===== config.mk =====
export PLATFORM = sky130hd
export DESIGN_NAME = hazard_ctrl
export DESIGN_NICKNAME = d
export VERILOG_FILES = /design/src/rtl/hazard_ctrl_pkg.sv /design/src/rtl/hazard_ctrl_md_busy_counter.sv /design/src/rtl/hazard_ctrl.sv
export SDC_FILE = /design/constraint.sdc
export NUM_CORES = 1
export LEC_CHECK = 0
export CAP_MARGIN = 0
export CORE_ASPECT_RATIO = 1.2
export CORE_MARGIN = 5
export CORE_UTILIZATION = 37
export CTS_BUF_LIST = sky130_fd_sc_hd__clkbuf_8
export DETAILED_ROUTE_END_ITERATION = 10
export PLACE_DENSITY = 0.84
export RECOVER_POWER = 100
export SLEW_MARGIN = 25
export SYNTH_ARGS = -nofsm -noshare
export SYNTH_HDL_FRONTEND = slang
export SYNTH_SLANG_ARGS = --single-unit

===== constraint.sdc =====
create_clock -name clk -period 2.1 [get_ports clk]
set_clock_uncertainty 0.1 [all_clocks]
set_input_delay 0.315 -clock clk [delete_from_list [all_inputs] [get_ports clk]]
set_output_delay 0.315 -clock clk [all_outputs]
set_load 0.02 [all_outputs]

===== src/rtl/hazard_ctrl_pkg.sv =====
// Shared constants and helpers for the MIPS pipeline hazard controller:
// forward select codes, the "source unused" Tuse marker and mult/div latencies.
package hazard_ctrl_pkg;

  localparam logic [1:0] FWD_RF = 2'b00;
  localparam logic [1:0] FWD_W  = 2'b01;
  localparam logic [1:0] FWD_M  = 2'b10;
  localparam logic [1:0] FWD_E  = 2'b11;

  localparam logic [1:0] TUSE_NONE = 2'b11;

  localparam int MULT_CYCLES_DEF = 5;
  localparam int DIV_CYCLES_DEF  = 10;
  localparam int CNT_W           = 4;

  // Register-writing view of one pipeline register (E, M or W).
  typedef struct packed {
    logic       regWrite;
    logic [4:0] a3;
    logic [1:0] tnew;
  } wr_stage_t;

  function automatic logic stageHit(input wr_stage_t st, input logic [4:0] src);
    return st.regWrite && (st.a3 == src) && (src != 5'd0);
  endfunction

  // Nearest matching stage wins; if it is not ready yet the select stays at
  // the register value and the stall logic holds the consumer instead.
  function automatic logic [1:0] pickFwd(input wr_stage_t  e,
                                         input logic       eAllowed,
                                         input wr_stage_t  m,
                                         input wr_stage_t  w,
                                         input logic [4:0] src);
    logic [1:0] sel;
    sel = FWD_RF;
    if (eAllowed && stageHit(e, src)) begin
      sel = (e.tnew == 2'd0) ? FWD_E : FWD_RF;
    end else if (stageHit(m, src)) begin
      sel = (m.tnew == 2'd0) ? FWD_M : FWD_RF;
    end else if (stageHit(w, src)) begin
      sel = (w.tnew == 2'd0) ? FWD_W : FWD_RF;
    end
    return sel;
  endfunction

  function automatic logic needStall(input wr_stage_t  st,
                                     input logic [4:0] src,
                                     input logic [1:0] tuse);
    return (tuse != TUSE_NONE) && stageHit(st, src) && (st.tnew > tuse);
  endfunction

endpackage


===== src/rtl/hazard_ctrl_md_busy_counter.sv =====
// Busy counter of the multi-cycle mult/div unit: loads the operation latency
// on a start and counts down to idle.
module md_busy_counter
  import hazard_ctrl_pkg::*;
#(
  parameter int MULT_CYCLES = MULT_CYCLES_DEF,
  parameter int DIV_CYCLES  = DIV_CYCLES_DEF
) (
  input  logic clk,
  input  logic reset,
  input  logic i_start,
  input  logic i_div,
  output logic o_busy
);

  logic [CNT_W-1:0] r_cnt;

  // A start while still busy simply reloads the latency.
  always_ff @(posedge clk) begin
    if (reset) begin
      r_cnt <= '0;
    end else if (i_start) begin
      r_cnt <= i_div ? CNT_W'(DIV_CYCLES) : CNT_W'(MULT_CYCLES);
    end else if (r_cnt != '0) begin
      r_cnt <= r_cnt - CNT_W'(1);
    end
  end

  assign o_busy = (r_cnt != '0);

endmodule


===== src/rtl/hazard_ctrl.sv =====
// Central hazard controller: Tuse/Tnew stall detection, E>M>W forwarding
// selects and the mult/div busy interlock for the five-stage pipeline.
module hazard_ctrl
  import hazard_ctrl_pkg::*;
#(
  parameter int MULT_CYCLES = MULT_CYCLES_DEF,
  parameter int DIV_CYCLES  = DIV_CYCLES_DEF
) (
  input  logic       clk,
  input  logic       reset,
  input  logic [4:0] i_rsD,
  input  logic [4:0] i_rtD,
  input  logic [1:0] i_TuseRsD,
  input  logic [1:0] i_TuseRtD,
  input  logic       i_mdD,
  input  logic [4:0] i_rsE,
  input  logic [4:0] i_rtE,
  input  logic [4:0] i_A3E,
  input  logic       i_RegWriteE,
  input  logic [1:0] i_TnewE,
  input  logic       i_startE,
  input  logic       i_divE,
  input  logic [4:0] i_rtM,
  input  logic [4:0] i_A3M,
  input  logic       i_RegWriteM,
  input  logic [1:0] i_TnewM,
  input  logic [4:0] i_A3W,
  input  logic       i_RegWriteW,
  input  logic [1:0] i_TnewW,
  output logic       o_stallF,
  output logic       o_stallD,
  output logic       o_flushE,
  output logic [1:0] o_fwdRsD,
  output logic [1:0] o_fwdRtD,
  output logic [1:0] o_fwdRsE,
  output logic [1:0] o_fwdRtE,
  output logic       o_fwdRtM,
  output logic       o_busy
);

  wr_stage_t w_stE, w_stM, w_stW;
  logic      w_dataStall, w_mdStall, w_stall, w_busy;

  assign w_stE = {i_RegWriteE, i_A3E, i_TnewE};
  assign w_stM = {i_RegWriteM, i_A3M, i_TnewM};
  assign w_stW = {i_RegWriteW, i_A3W, i_TnewW};

  md_busy_counter #(
    .MULT_CYCLES(MULT_CYCLES),
    .DIV_CYCLES (DIV_CYCLES)
  ) u_md_busy_counter (
    .clk    (clk),
    .reset  (reset),
    .i_start(i_startE),
    .i_div  (i_divE),
    .o_busy (w_busy)
  );

  // Any producer still too far from ready blocks D, not only the nearest one.
  assign w_dataStall = needStall(w_stE, i_rsD, i_TuseRsD) ||
                       needStall(w_stM, i_rsD, i_TuseRsD) ||
                       needStall(w_stW, i_rsD, i_TuseRsD) ||
                       needStall(w_stE, i_rtD, i_TuseRtD) ||
                       needStall(w_stM, i_rtD, i_TuseRtD) ||
                       needStall(w_stW, i_rtD, i_TuseRtD);

  assign w_mdStall = i_mdD && (w_busy || i_startE);
  assign w_stall   = w_dataStall || w_mdStall;

  assign o_stallF = w_stall;
  assign o_stallD = w_stall;
  assign o_flushE = w_stall;

  assign o_fwdRsD = pickFwd(w_stE, 1'b1, w_stM, w_stW, i_rsD);
  assign o_fwdRtD = pickFwd(w_stE, 1'b1, w_stM, w_stW, i_rtD);
  assign o_fwdRsE = pickFwd(w_stE, 1'b0, w_stM, w_stW, i_rsE);
  assign o_fwdRtE = pickFwd(w_stE, 1'b0, w_stM, w_stW, i_rtE);
  assign o_fwdRtM = stageHit(w_stW, i_rtM) && (w_stW.tnew == 2'd0);

  assign o_busy = w_busy;

endmodule


==> reports/metrics.yaml <==
max_stage_delay_ps: 610
place_congestion: 1.01
rsz0062_at_grt: "true"
nFillCells: 197
synth_seq_area_share_pct: 5.89
crit_type: "in2out"
cellLeakagePower_nw: 1.35
dp_cells: 341
cp_cell_sequence: "buf_6 > buf_4 > xnor2_2 > nand4_1 > or4_4 > nand2b_4 > nand4_1 > buf_4"
die_y_um: 76.4
dieWidth_um: 65.3
cts_buffers: 3
synth_area_leaders: "xnor2_1 25%, ha_1 13%, xor2_1 12%"
failed_checks: "negative setup slack"
synth_edf_count: 0
hold_viol: 0
die_area_um2: 4990
hold_class: "reg2reg"
crit_path_start_kind: "input port"
reg_top3: "u_md_busy_counter.r_cnt (4)"
grt_max_degree: 7
max_flop_register: "u_md_busy_counter.r_cnt"
regArea_um2: 81.3
holdBufCountCts: 0
critPathMaxFanout: 5
yosysWarnings: 0
synth_top_cell_area_share_pct: 25.1
max-vdd-ir-drop_mv: 0.160
clockBufferDepth: 2
grt_pass1_wl_um: 9940
drive_above_1_share_pct: 54.1
root_buffer: "clkbuf_8"
powerDensity_nw_per_um2: 301
largest_reg_flops: 4
fin_cells: 357
syn_area_um2: 1360
worst_slack_ps: -284
status: "finished, violations left"
multi_input_area_um2: 1580
wl_per_cell_um: 19.9
final.min_clock_period_ps: 2380
setup_viol: 6
yosys_register_bits: 4
placedInstanceArea_um2: 2520
cts.clk_slew.worst_paths_ps: 30
tritoncts: "yes"
post-route-period-util_pct: 114
finalMaxSlewViolations: 0
cp_top_family: "simple AND/OR/NAND/NOR gates"
critPathRequiredTime_ps: 1680
io_buffers: 70
worst_pin_slew_ps: 399
drtIter0Drc: 89
fp.coreArea_um2: 3600
synth_ff_type: "dfxtp_1"
grt_usage_pct: 24.7
dr_total_vias: 2051
synth-async-reset-ratio_pct: 0
area_delta_synth_final_pct: 117
stdcell_area_um2: 2950
antenna_found_initial: 0
initial_core_util_pct: 37.7
yosys.area.top_type: "xnor2_1"
cap_viol_max_count: 0
ios: 71
yosysUniqueCellTypes: 36
crit_slowest_cell: "or4_4"
nets: 392
worst-path-buf-inv: 3
drc: 0
cts_max_level: 1
clock_latency_ps: 220
p_total_mw: 0.887
avgViaCountPerCell: 5.75
dp_hpwl_um: 4340
drt-total-wl_um: 7110
first_pass_iters: 4
fmax_ghz: 0.419
grt_pass1_vias: 2213
antenna_left: 0
maxSlewHeadroom_pct: 73.2
crit_arrival_ps: 1970
syn_inst: 181
cts.sinks: 4
syn_avg_cell_area_um2: 7.51
num_antenna_cells: 0
end_kind: "primary output"
final_util_pct: 81.9
syn-num-nets: 253
rows: 24
overflow: 0
cells in the mapped netlist (3+ instances only):
cell and number:
nand4_1 12, dfxtp_1 4, nor4_1 8, xnor2_1 39, buf_2 4, nand3_1 5
nand2_1 3, a21oi_1 13, or4_1 5, nor3_1 3, nor2_1 11, ha_1 14
xor2_1 18, inv_1 13
cell type report:
cell class                      instances  area share (%)
Clock buffer                            3            1.40
Inverter                               13            1.65
Multi-Input combinational cell        156            53.5
Sequential cell                         4            2.76
Tap cell                               39            1.65
Timing Repair Buffer                  142            39.1
power by group:
| part | switching, mW | internal (mW) |
|---|---|---|
| Sequential | 0.00480 | 0.0855 |
| Combinational | 0.303 | 0.330 |
| Clock | 0.0410 | 0.122 |
| Total | 0.349 | 0.538 |
layout by cell type, fill, tap and decap left out, drive strengths merged, types with 2 or more instances in the layout:
| cell | netlist | layout |
|---|---|---|
| a2111oi | 2 | 2 |
| a21oi | 13 | 13 |
| a221oi | 2 | 2 |
| and2 | 2 | 2 |
| buf | 6 | 104 |
| clkbuf | 2 | 11 |
| clkdlybuf4s15 | 0 | 5 |
| clkdlybuf4s50 | 0 | 7 |
| dfxtp | 4 | 4 |
| dlygate4sd2 | 0 | 14 |
| dlymetal6s2s | 0 | 4 |
| ha | 14 | 14 |
| inv | 13 | 13 |
| nand2 | 3 | 3 |
| nand2b | 2 | 2 |
| nand3 | 5 | 5 |
| nand4 | 12 | 12 |
| nor2 | 11 | 11 |
| nor3 | 3 | 3 |
| nor4 | 9 | 9 |
| o21a | 2 | 2 |
| or4 | 6 | 6 |
| xnor2 | 39 | 39 |
| xor2 | 18 | 18 |
final timing paths:
path	start	end	slack, ps	cells after the start
max reg2reg	u_md_busy_counter.r_cnt[1]	u_md_busy_counter.r_cnt[1]	510	7
min	u_md_busy_counter.r_cnt[2]	u_md_busy_counter.r_cnt[2]	590	4
min reg2reg	u_md_busy_counter.r_cnt[2]	u_md_busy_counter.r_cnt[2]	590	4
max	i_rtD[1]	o_flushE	-280	8
kinds of logic (layout without fill, tap and decap cells):
kind of cell / Yosys count / after routing / share of synthesized area (%)
xor gates and xnor gates: 57 / 57 / 36.7
buffers and inverters: 21 / 158 / 6.72
AOI/OAI and AO/OA: 27 / 27 / 12.9
and+or+nand+nor: 58 / 58 / 24.9
DFF: 4 / 4 / 5.89
adders and majority gates: 14 / 14 / 12.9
worst register-to-register path: stages (launching register included):
cell,delay [ps]
dfxtp_1,300
inv_1,70
ha_1,130
or3b_4,370
clkbuf_1,160
a211oi_1,260
a21oi_1,60
nor2_1,80
repair_timing:
| action | CTS | global route |
|---|---|---|
| gates resized for setup | 252 | 40 |
| pin swaps | 47 | 25 |
| setup endpoints to repair | 13 | 12 |
| buffers inserted | 11 | 3 |
per-stage QoR:
| step | setup WS (ps) | hold slack [ps] | TNS (ps) |
|---|---|---|---|
| final | -284 | 589 | -1390 |
| after global routing | -368 | 644 | -1900 |
| after CTS | -218 | 598 | -841 |
| after detailed placement | -1030 | 590 | -10280 |
| after global placement | -1000 | 559 | -9760 |
| after floorplan | -146 | 279 | -292 |
layer usage:
metal,share of wire (%),track usage [%]
met5,0,0
met3,8.3,3.98
met1,34,27.1
met2,53,44.4
met4,4.7,12.7
(Power assumes the default switching activity.)
